<file path="src/rtl/decode_mux_arb_if.sv">
`default_nettype none
// ============================================================================
// Module   : decode_mux_arb_if
// Brief    : Channel-side and output-side handshake bundle for decode_mux_arb.
//            Perf counter signals exist only with DECODE_MUX_PERF_EN defined.
// Revision : 1.0 - initial release
// ============================================================================
interface decode_mux_arb_if #(
  parameter int NUM_CHANNELS  = 4,
  parameter int PAYLOAD_WIDTH = 128,
  parameter int FIFO_DEPTH    = 4,
  parameter int PERF_WIDTH    = 32
);
  localparam int CH_ID_W = $clog2(NUM_CHANNELS);
  localparam int CNT_W   = $clog2(FIFO_DEPTH) + 1;

  logic [NUM_CHANNELS-1:0]               chValid_i;
  logic [NUM_CHANNELS*PAYLOAD_WIDTH-1:0] chPayload_i;
  logic [NUM_CHANNELS-1:0]               chReady_o;
  logic                                  outValid_o;
  logic [PAYLOAD_WIDTH-1:0]              outPayload_o;
  logic [CH_ID_W-1:0]                    outChannel_o;
  logic                                  outReady_i;
  logic [CNT_W-1:0]                      fifoCount_o;
`ifdef DECODE_MUX_PERF_EN
  logic [PERF_WIDTH-1:0]                 conflictCnt_o;
  logic [PERF_WIDTH-1:0]                 stallCnt_o;

  modport slave (
    input  chValid_i, chPayload_i, outReady_i,
    output chReady_o, outValid_o, outPayload_o, outChannel_o, fifoCount_o,
    output conflictCnt_o, stallCnt_o
  );
  modport master (
    output chValid_i, chPayload_i, outReady_i,
    input  chReady_o, outValid_o, outPayload_o, outChannel_o, fifoCount_o,
    input  conflictCnt_o, stallCnt_o
  );
`else
  modport slave (
    input  chValid_i, chPayload_i, outReady_i,
    output chReady_o, outValid_o, outPayload_o, outChannel_o, fifoCount_o
  );
  modport master (
    output chValid_i, chPayload_i, outReady_i,
    input  chReady_o, outValid_o, outPayload_o, outChannel_o, fifoCount_o
  );
`endif
endinterface
`default_nettype wire

</file>
<file path="src/rtl/decode_mux_arb.sv">
`default_nettype none
// ============================================================================
// Module   : decode_mux_arb
// Brief    : Round-robin merge of N decoder channels into one decoded stream
//            through a FIFO_DEPTH-entry output FIFO. Optional perf counters
//            are enabled by defining DECODE_MUX_PERF_EN.
// Revision : 1.0 - initial release
// ============================================================================
module decode_mux_arb #(
  parameter int NUM_CHANNELS  = 4,
  parameter int PAYLOAD_WIDTH = 128,
  parameter int FIFO_DEPTH    = 4,
  parameter int PERF_WIDTH    = 32
) (
  input  wire logic          clock_i,
  input  wire logic          resetn_i,
  input  wire logic          flush_i,
  decode_mux_arb_if.slave    bus
);
  localparam int CH_ID_W = $clog2(NUM_CHANNELS);
  localparam int PTR_W   = $clog2(FIFO_DEPTH);
  localparam int CNT_W   = PTR_W + 1;
  localparam logic [CNT_W-1:0]   FIFO_FULL = CNT_W'(FIFO_DEPTH);
  localparam logic [CH_ID_W-1:0] LAST_CH   = CH_ID_W'(NUM_CHANNELS - 1);

  logic [CNT_W-1:0]         count_q, count_d;
  logic [PTR_W-1:0]         wr_ptr_q, wr_ptr_d;
  logic [PTR_W-1:0]         rd_ptr_q, rd_ptr_d;
  logic [CH_ID_W-1:0]       rr_ptr_q, rr_ptr_d;
  logic [PAYLOAD_WIDTH-1:0] mem_payload_q [FIFO_DEPTH];
  logic [PAYLOAD_WIDTH-1:0] mem_payload_d [FIFO_DEPTH];
  logic [CH_ID_W-1:0]       mem_chan_q    [FIFO_DEPTH];
  logic [CH_ID_W-1:0]       mem_chan_d    [FIFO_DEPTH];

  logic [CH_ID_W-1:0]       scan_idx [NUM_CHANNELS];
  logic [CH_ID_W-1:0]       grant_idx;
  logic                     grant_found;
  logic [NUM_CHANNELS-1:0]  ch_ready;
  logic                     out_valid;
  logic                     can_accept;
  logic                     push;
  logic                     pop;

  // Scan order starts at the round-robin pointer and wraps mod NUM_CHANNELS.
  for (genvar k = 0; k < NUM_CHANNELS; k++) begin : g_scan
    assign scan_idx[k] = (int'(rr_ptr_q) + k >= NUM_CHANNELS)
                       ? CH_ID_W'(int'(rr_ptr_q) + k - NUM_CHANNELS)
                       : CH_ID_W'(int'(rr_ptr_q) + k);
  end

  always_comb begin
    grant_idx   = '0;
    grant_found = 1'b0;
    for (int k = 0; k < NUM_CHANNELS; k++) begin
      if (!grant_found && bus.chValid_i[scan_idx[k]]) begin
        grant_found = 1'b1;
        grant_idx   = scan_idx[k];
      end
    end
  end

  assign out_valid  = (count_q != '0);
  assign can_accept = (count_q < FIFO_FULL) || (out_valid && bus.outReady_i);

  // Reset is folded in so no channel sees a ready while the block is held in reset.
  always_comb begin
    ch_ready = '0;
    if (grant_found && can_accept && !flush_i && resetn_i) begin
      ch_ready[grant_idx] = 1'b1;
    end
  end

  assign push = |ch_ready;
  assign pop  = out_valid && bus.outReady_i && !flush_i;

  always_comb begin
    count_d       = count_q;
    wr_ptr_d      = wr_ptr_q;
    rd_ptr_d      = rd_ptr_q;
    rr_ptr_d      = rr_ptr_q;
    mem_payload_d = mem_payload_q;
    mem_chan_d    = mem_chan_q;
    if (flush_i) begin
      count_d  = '0;
      wr_ptr_d = '0;
      rd_ptr_d = '0;
      rr_ptr_d = '0;
    end else begin
      if (push) begin
        mem_payload_d[wr_ptr_q] = bus.chPayload_i[int'(grant_idx)*PAYLOAD_WIDTH +: PAYLOAD_WIDTH];
        mem_chan_d[wr_ptr_q]    = grant_idx;
        wr_ptr_d                = wr_ptr_q + 1'b1;
        rr_ptr_d                = (grant_idx == LAST_CH) ? '0 : grant_idx + 1'b1;
      end
      if (pop) begin
        rd_ptr_d = rd_ptr_q + 1'b1;
      end
      case ({push, pop})
        2'b10:   count_d = count_q + 1'b1;
        2'b01:   count_d = count_q - 1'b1;
        default: count_d = count_q;
      endcase
    end
  end

  always_ff @(posedge clock_i or negedge resetn_i) begin
    if (!resetn_i) begin
      count_q       <= '0;
      wr_ptr_q      <= '0;
      rd_ptr_q      <= '0;
      rr_ptr_q      <= '0;
      mem_payload_q <= '{default: '0};
      mem_chan_q    <= '{default: '0};
    end else begin
      count_q       <= count_d;
      wr_ptr_q      <= wr_ptr_d;
      rd_ptr_q      <= rd_ptr_d;
      rr_ptr_q      <= rr_ptr_d;
      mem_payload_q <= mem_payload_d;
      mem_chan_q    <= mem_chan_d;
    end
  end

  assign bus.chReady_o    = ch_ready;
  assign bus.outValid_o   = out_valid;
  assign bus.outPayload_o = mem_payload_q[rd_ptr_q];
  assign bus.outChannel_o = mem_chan_q[rd_ptr_q];
  assign bus.fifoCount_o  = count_q;

`ifdef DECODE_MUX_PERF_EN
  logic [PERF_WIDTH-1:0] conflict_cnt_q, conflict_cnt_d;
  logic [PERF_WIDTH-1:0] stall_cnt_q, stall_cnt_d;
  logic                  conflict_evt;
  logic                  stall_evt;

  assign conflict_evt = ($countones(bus.chValid_i) > 1);
  assign stall_evt    = (|bus.chValid_i) && !(|ch_ready);

  // Both counters saturate rather than wrap; flush leaves them untouched.
  always_comb begin
    conflict_cnt_d = conflict_cnt_q;
    stall_cnt_d    = stall_cnt_q;
    if (conflict_evt && (conflict_cnt_q != '1)) conflict_cnt_d = conflict_cnt_q + 1'b1;
    if (stall_evt && (stall_cnt_q != '1))       stall_cnt_d    = stall_cnt_q + 1'b1;
  end

  always_ff @(posedge clock_i or negedge resetn_i) begin
    if (!resetn_i) begin
      conflict_cnt_q <= '0;
      stall_cnt_q    <= '0;
    end else begin
      conflict_cnt_q <= conflict_cnt_d;
      stall_cnt_q    <= stall_cnt_d;
    end
  end

  assign bus.conflictCnt_o = conflict_cnt_q;
  assign bus.stallCnt_o    = stall_cnt_q;
`endif
endmodule
`default_nettype wire
</file>
<file path="src/flat_wrapper.sv">
// flat-port wrapper written by rule: the top's interface ports become plain ports
module decode_mux_arb_flat 
#(
  parameter int NUM_CHANNELS  = 4,
  parameter int PAYLOAD_WIDTH = 128,
  parameter int FIFO_DEPTH    = 4,
  parameter int PERF_WIDTH    = 32
)
  (clock_i, resetn_i, flush_i, bus_chValid_i, bus_chPayload_i, bus_outReady_i, bus_chReady_o, bus_outValid_o, bus_outPayload_o, bus_outChannel_o, bus_fifoCount_o);
  decode_mux_arb_if #(.NUM_CHANNELS(NUM_CHANNELS), .PAYLOAD_WIDTH(PAYLOAD_WIDTH), .FIFO_DEPTH(FIFO_DEPTH), .PERF_WIDTH(PERF_WIDTH)) bus_i ();
  input  wire logic clock_i;
  input  wire logic resetn_i;
  input  wire logic flush_i;
  input wire logic [$bits(bus_i.chValid_i)-1:0] bus_chValid_i;
  input wire logic [$bits(bus_i.chPayload_i)-1:0] bus_chPayload_i;
  input wire logic [$bits(bus_i.outReady_i)-1:0] bus_outReady_i;
  output wire logic [$bits(bus_i.chReady_o)-1:0] bus_chReady_o;
  output wire logic [$bits(bus_i.outValid_o)-1:0] bus_outValid_o;
  output wire logic [$bits(bus_i.outPayload_o)-1:0] bus_outPayload_o;
  output wire logic [$bits(bus_i.outChannel_o)-1:0] bus_outChannel_o;
  output wire logic [$bits(bus_i.fifoCount_o)-1:0] bus_fifoCount_o;
  assign bus_i.chValid_i = bus_chValid_i;
  assign bus_i.chPayload_i = bus_chPayload_i;
  assign bus_i.outReady_i = bus_outReady_i;
  assign bus_chReady_o = bus_i.chReady_o;
  assign bus_outValid_o = bus_i.outValid_o;
  assign bus_outPayload_o = bus_i.outPayload_o;
  assign bus_outChannel_o = bus_i.outChannel_o;
  assign bus_fifoCount_o = bus_i.fifoCount_o;
  decode_mux_arb #(.NUM_CHANNELS(NUM_CHANNELS), .PAYLOAD_WIDTH(PAYLOAD_WIDTH), .FIFO_DEPTH(FIFO_DEPTH), .PERF_WIDTH(PERF_WIDTH)) u_core (.clock_i(clock_i), .resetn_i(resetn_i), .flush_i(flush_i), .bus(bus_i));
endmodule
</file>
<file path="config.mk">
export PLATFORM = sky130hd
export DESIGN_NAME = decode_mux_arb_flat
export DESIGN_NICKNAME = d
export VERILOG_FILES = /design/src/rtl/decode_mux_arb_if.sv /design/src/rtl/decode_mux_arb.sv /design/src/flat_wrapper.sv
export SDC_FILE = /design/constraint.sdc
export NUM_CORES = 1
export LEC_CHECK = 0
export CAP_MARGIN = 20
export CORE_AREA = 3 3 255 257
export CTS_BUF_LIST = sky130_fd_sc_hd__clkbuf_16
export CTS_CLUSTER_DIAMETER = 120
export CTS_CLUSTER_SIZE = 25
export DETAILED_ROUTE_END_ITERATION = 10
export DIE_AREA = 0 0 258 260
export PLACE_DENSITY = 0.77
export SYNTH_ARGS = -nofsm -noshare
export SYNTH_HDL_FRONTEND = slang
export SYNTH_SLANG_ARGS = --single-unit
</file>
<file path="constraint.sdc">
create_clock -name clock_i -period 5.66 [get_ports clock_i]
set_input_delay 1.132 -clock clock_i [delete_from_list [all_inputs] [get_ports clock_i]]
set_output_delay 1.132 -clock clock_i [all_outputs]
set_load 0.005 [all_outputs]
</file>
==> results.cfg, run 1 <==
[outcome]
status = finished clean

[global_routing]
grt_usage = 0.281
grt-ovfl-total = 0
antenna_found_initial = 6
grt_pass1_wl_mm = 149
grt_max_degree = 205
grt_pass1_vias = 25300

[clocking]
cts_max_path_buffers = 3
clk_pin_slew_ns = 0.10
cts.sinks = 529
tritoncts = done
htree_levels = 1
clock-root-buffer = clkbuf_16
cts_resized = 0
cts_buffers = 25
cts_setup_buffers = 0
clock_latency_ns = 0.57
cts_hold_buffers = 0

[place]
dp_hpwl_mm = 66.0
gp_congestion = 0.875
port_buffers = 657
dp_cells = 3828

[floorplan]
dieArea_um2 = 67100
rows = 92
start_util = 0.495
core-area_um2 = 63000
die_h_um = 260
io_pins = 658
die_w_um = 258

[layout]
regArea_um2 = 13200
fill_cells = 4844
areaGrowthSynthToFinish_pct = 24.2
nets = 3538
fin_cells = 3859
multi_input_area_um2 = 16600
drive_above_1_share = 0.251

[logic_synthesis]
synth_edf_count = 0
netlist_top_cells_area = dfrtp_1, mux2_2, mux4_2, nand3_1, a221oi_1
yosys_warnings = 0
yosysTopAreaCell = dfrtp_1
synth_top_area_frac = 0.425
synthesis.nets = 3130
avgSynthCellArea_um2 = 12.0
synth_seq_cells = 529
synth.cell_area_um2 = 31200
synthFlopType = dfrtp_1
async_reset_ff_frac = 1.00
synthCells = 2601
synth_cell_types = 44
ys_top_cells_by_count = dfrtp_1, mux2_2, nand3_1
yosysSeqAreaShare = 0.425
synth_most_common_cell = dfrtp_1

[setup_path]
reg2reg_to = u_core.mem_payload_q[341]$_DFFE_PN0P_
cp-start-kind = input pin
worstPathRequired_ns = 4.53
ff2ff_setup_slack_ns = 1.54
r2r_cells = 8
cp.arrival_ns = 3.76
r2r-start = u_core.rr_ptr_q[1]$_DFFE_PN0P_
critPathCaptureType = output pin
critical_path.max_fanout = 7
critPathKind = input pin to output pin

[sta]
setup-tns-final_ns = 0
fin_crit_ns = 4.89
worst_pin_slew_ns = 1.27
clock_skew_ns = 0.0248
fmax_mhz = 204
fin_crit_sh = 0.864
finalSetupViolations = 0
report.final.slew_viol_count = 0
rsz0062_at_grt = false
whs_ns = 0.470
hold_viol = 0
relSlewSlack = 0.153

[pwr]
vdd_drop_max_mv = 0.305
power_density_nw_per_um2 = 437
leakage_uw = 0.0153
power_uw = 16900

[drt]
drc = 0
vias = 24800
drtIter0Drc = 2346
ant_nets = 0
totalWireLength_mm = 96.6
viasPerCell = 6.43
wl_per_cell_um = 25.0
dr.pass1.iters = 9

[run]
maxCapViolCount = 0

[min_path]
min_path_type = input pin to asynchronous set/reset pin
-- worst max path at each step --
stage	start	endpoint	slack, ns	depth (start not counted)
after CTS	bus_chValid_i[1]	bus_chReady_o[0]	0.74	8
final	bus_chValid_i[1]	bus_chReady_o[0]	0.77	8
after floorplan	bus_chValid_i[2]	u_core.bus.fifoCount_o[1]$_DFFE_PN0P_	1.02	16
after global placement	bus_chValid_i[1]	u_core.bus.fifoCount_o[1]$_DFFE_PN0P_	0.60	12
after global routing	bus_chValid_i[1]	bus_chReady_o[0]	0.68	8
after detailed placement	bus_chValid_i[1]	u_core.mem_payload_q[394]$_DFFE_PN0P_	0.53	10
-- sequential cells by signal, summed over array words and instances, names as in the netlist --
register / count
u_core.mem_chan_q: 8
u_core.rr_ptr_q: 2
u_core.wr_ptr_q: 2
u_core.bus.fifoCount_o: 3
u_core.mem_payload_q: 512
u_core.rd_ptr_q: 2
-- logic make-up after synthesis --
family / count (synthesis) / share of synthesized area
and+or+nand+nor: 683 / 0.121
muxes: 648 / 0.281
DFF: 529 / 0.425
AOI/OAI and AO/OA: 400 / 0.123
buffers and inverters: 329 / 0.0459
adders and majority gates: 9 / 0.00385
xor gates and xnor gates: 3 / 0.000843
-- final cells by class --
type | count | area share
flip-flops and latches | 529 | 0.342
clock buffers | 25 | 0.0162
diodes | 3 | 0.000194
inverters | 7 | 0.000679
clock inverters | 3 | 0.000970
repair buffers | 703 | 0.184
well taps | 846 | 0.0274
multi-input cells | 1743 | 0.428
-- power breakdown --
group / leakage [µW] / switching (µW) / internal, µW / total [µW]
combinational: 0.00821 / 3740 / 4740 / 8470
sequential: 0.00672 / 996 / 5470 / 6470
clock: 0.000330 / 1180 / 805 / 1990
total: 0.0153 / 5920 / 11000 / 16900
-- stage by stage --
stage | util | setup slack, ns | instance area (µm²)
global route | 0.615 | 0.681 | 38700
detailed placement | 0.604 | 0.526 | 38000
CTS | 0.614 | 0.743 | 38700
floorplan | - | 1.02 | 31200
finish | 0.615 | 0.769 | 38700
global placement | 0.604 | 0.605 | 38000
-- routing by layer --
layer / global-route usage / share of wire / vias up
li1: - / - / 10900
met1: 0.369 / 0.40 / 12800
met2: 0.480 / 0.50 / 1004
met3: 0.0503 / 0.073 / 163
met4: 0.0821 / 0.033 / 6
met5: 0 / 0.00035 / -
-- cells in the final DEF (no fill, tap or decap), types with 3 or more instances in the layout --
cell type	instances
clkdlybuf4s50_1	656
dfrtp_1	526
mux2_2	483
nand3_1	258
nand2_1	137
mux4_2	130
nor4_1	129
nor3b_1	128
a221oi_1	128
a21bo_1	103
a32oi_1	101
mux2_1	34
buf_4	31
a32oi_2	27
a21bo_2	25
clkbuf_16	25
buf_12	15
inv_1	9
ha_1	8
nor2_1	6
and2_1	5
a21oi_1	5
and3_4	4
diode_2	3
nor2b_1	3
o21ai_0	3
dfrtp_4	3
-- worst max-delay path, cell delays in order --
cell and delay (ns):
clkdlybuf4s50_1 0.62, nor2b_1 0.17, or4_4 0.57, nand2_1 0.18, inv_1 0.16, ha_1 0.23
and2_1 0.17, clkdlybuf4s50_1 0.52
(Power assumes the default switching activity.)
==> run 2: changes to the inputs <==
- CORE_AREA: 3 3 255 257 -> default
- CORE_MARGIN: default -> 3
- CORE_UTILIZATION: default -> 47
- DIE_AREA: 0 0 258 260 -> default
- PLACE_DENSITY: 0.77 -> 0.76
- RECOVER_POWER: default -> 25
- clock period: 5.66 -> 4.1 ns (I/O delays scaled with it)
==> run 2 against run 1 <==
Compared with the run above:
- the run now ends with max-capacitance violations, max-slew violations left
- sequential share of layout area fell by 0.73 points
- flip-flop and latch count unchanged
- die area is 3.5% higher
- final cell count up 2.6%
- critical path type unchanged
==> results.cfg, run 2 (synthesized netlist as in run 1, its figures left out) <==
[sta]
report.final.slew_viol_count = 139
relSlewSlack = -0.166
rsz0062_at_grt = false
fin_crit_ns = 4.02
fin_crit_sh = 0.980
finalSetupViolations = 0
final.setup.worst_slack_ns = 0.0818
hold_viol = 0
worst_pin_slew_ns = 1.75
setup-tns-final_ns = 0
clock_skew_ns = 0.0236
fmax_mhz = 249

[layout]
areaGrowthSynthToFinish_pct = 26.9
drive_above_1_share = 0.275
stdcell_area_um2 = 39500
mostFrequentLayoutCells = clkdlybuf4s50_1, dfrtp_1, mux2_2
nets = 3628
largest_reg_flops = 512
mostFrequentLayoutCell = clkdlybuf4s50_1
fill_cells = 4999
regMostFlops = u_core.mem_payload_q

[setup_path]
cp-start-kind = input pin
startpoint = bus_chValid_i[2]
r2r_cells = 10
worstPathRequired_ns = 3.28
cp.arrival_ns = 3.20
critPathCaptureType = output pin
r2r-start = u_core.rr_ptr_q[0]$_DFFE_PN0P_
ff2ff_setup_slack_ns = 0.84
critical_path.max_fanout = 4
crit_path_end = bus_chReady_o[0]
reg2reg_to = u_core.mem_payload_q[145]$_DFFE_PN0P_
critPathKind = input pin to output pin

[place]
dp_hpwl_mm = 70.4
placed_area_um2 = 38900
port_buffers = 657
gp_congestion = 0.892
post-place-ws_ns = -0.225

[floorplan]
start_util = 0.479
rows = 93
core-area_um2 = 65000
die_w_um = 264
io_pins = 658
die_h_um = 264
dieArea_um2 = 69400

[clocking]
clock-root-buffer = clkbuf_16
clk_pin_slew_ns = 0.10
cts_hold_buffers = 0
tritoncts = done
clock_latency_ns = 0.57
cts_buffers = 25
htree_levels = 1
cts.sinks = 529
cts_max_path_buffers = 3
cts_setup_buffers = 0

[pwr]
p_sw_uw = 8270
power_density_nw_per_um2 = 600
comb_power_share = 0.512
vdd_drop_max_mv = 0.372
p_clk_frac = 0.115
p_int_uw = 15500
power_uw = 23700
sequentialPowerShare = 0.374
leakage_uw = 0.0158
p_sw_frac = 0.348

[outcome]
violations = max-capacitance violations, max-slew violations
status = finished, violations left

[global_routing]
grt-ovfl-total = 0
grt_max_degree = 193
grt_usage = 0.273
grt_pass1_wl_mm = 152
antenna_found_initial = 3
grt_pass1_vias = 25500

[drt]
drc = 0
dr.pass1.iters = 7
totalWireLength_mm = 98.8
wl_per_cell_um = 25.0
drtIter0Drc = 2120
viasPerCell = 6.34
vias = 25100
ant_nets = 0

[run]
maxCapViolCount = 2

[min_path]
min_path_type = flip-flop to flip-flop
## run 2: changes by cell type in the layout (fill, tap and decap cells not counted), sizes merged
cell	delta
buf	+85
clkbuf	+5
clkdlybuf4s50	-1
dlymetal6s2s	+1
## run 2: final cells by class
cell class | count | area (µm²) | share of cell area
multi-input cells | 1743 | 16600 | 0.420
flip-flops and latches | 529 | 13200 | 0.335
repair buffers | 793 | 7920 | 0.200
well taps | 855 | 1070 | 0.0271
clock buffers | 25 | 626 | 0.0158
clock inverters | 3 | 37.5 | 0.000949
inverters | 7 | 26.3 | 0.000665
diodes | 3 | 7.51 | 0.000190
## run 2: worst min-delay path by stage
stage,cells past startpoint,slack (ns),start,end
floorplan,1,0.45,u_core.mem_payload_q[185]$_DFFE_PN0P_,u_core.mem_payload_q[185]$_DFFE_PN0P_
detailed placement,1,0.47,u_core.mem_payload_q[187]$_DFFE_PN0P_,u_core.mem_payload_q[187]$_DFFE_PN0P_
global placement,1,0.46,u_core.mem_payload_q[230]$_DFFE_PN0P_,u_core.mem_payload_q[230]$_DFFE_PN0P_
finish,1,0.49,u_core.mem_payload_q[187]$_DFFE_PN0P_,u_core.mem_payload_q[187]$_DFFE_PN0P_
CTS,2,0.39,resetn_i,u_core.mem_payload_q[356]$_DFFE_PN0P_
global route,1,0.51,u_core.mem_payload_q[349]$_DFFE_PN0P_,u_core.mem_payload_q[349]$_DFFE_PN0P_
## run 2: what timing repair did
item                       CTS  global route
gates resized for setup      1             4
setup endpoints to repair    4             4
gates cloned                 0             0
## run 2: per-stage QoR
step / instances / util / hold WS (ns)
final: 3958 / 0.608 / 0.495
after global routing: 3956 / 0.608 / 0.514
after CTS: 3954 / 0.608 / 0.387
after detailed placement: 3926 / 0.598 / 0.473
after global placement: 3926 / 0.598 / 0.461
after floorplan: 2601 / - / 0.452
## run 2: worst max-delay path, cell delays in order
cell             delay (ns)
clkdlybuf4s50_1        0.49
nor2b_2                0.24
or4_4                  0.55
nand2_4                0.14
inv_2                  0.07
ha_1                   0.18
and2_1                 0.13
clkdlybuf4s50_1        0.57
## run 2: power by group through the flow
stage / Clock, µW / Combinational, µW / Sequential [µW]
after CTS: 2800 / 12200 / 8850
after global placement: 0 / 11800 / 8660
after detailed placement: 0 / 12100 / 8960
final: 2720 / 12200 / 8870
after floorplan: 0 / 7120 / 8370
after global routing: 2950 / 12900 / 9120
## run 2: layer usage
layer,share of wire,track usage,up-vias
met5,0,0,-
met4,0.027,0.0654,0
met3,0.062,0.0415,130
met2,0.51,0.479,1001
met1,0.40,0.356,12900
li1,-,-,11100
==> run 3: changes to the inputs <==
- TNS_END_PERCENT: default -> 20
==> results of run 3 <==
The final DEF is identical to that of run 2; final timing and power are the same.
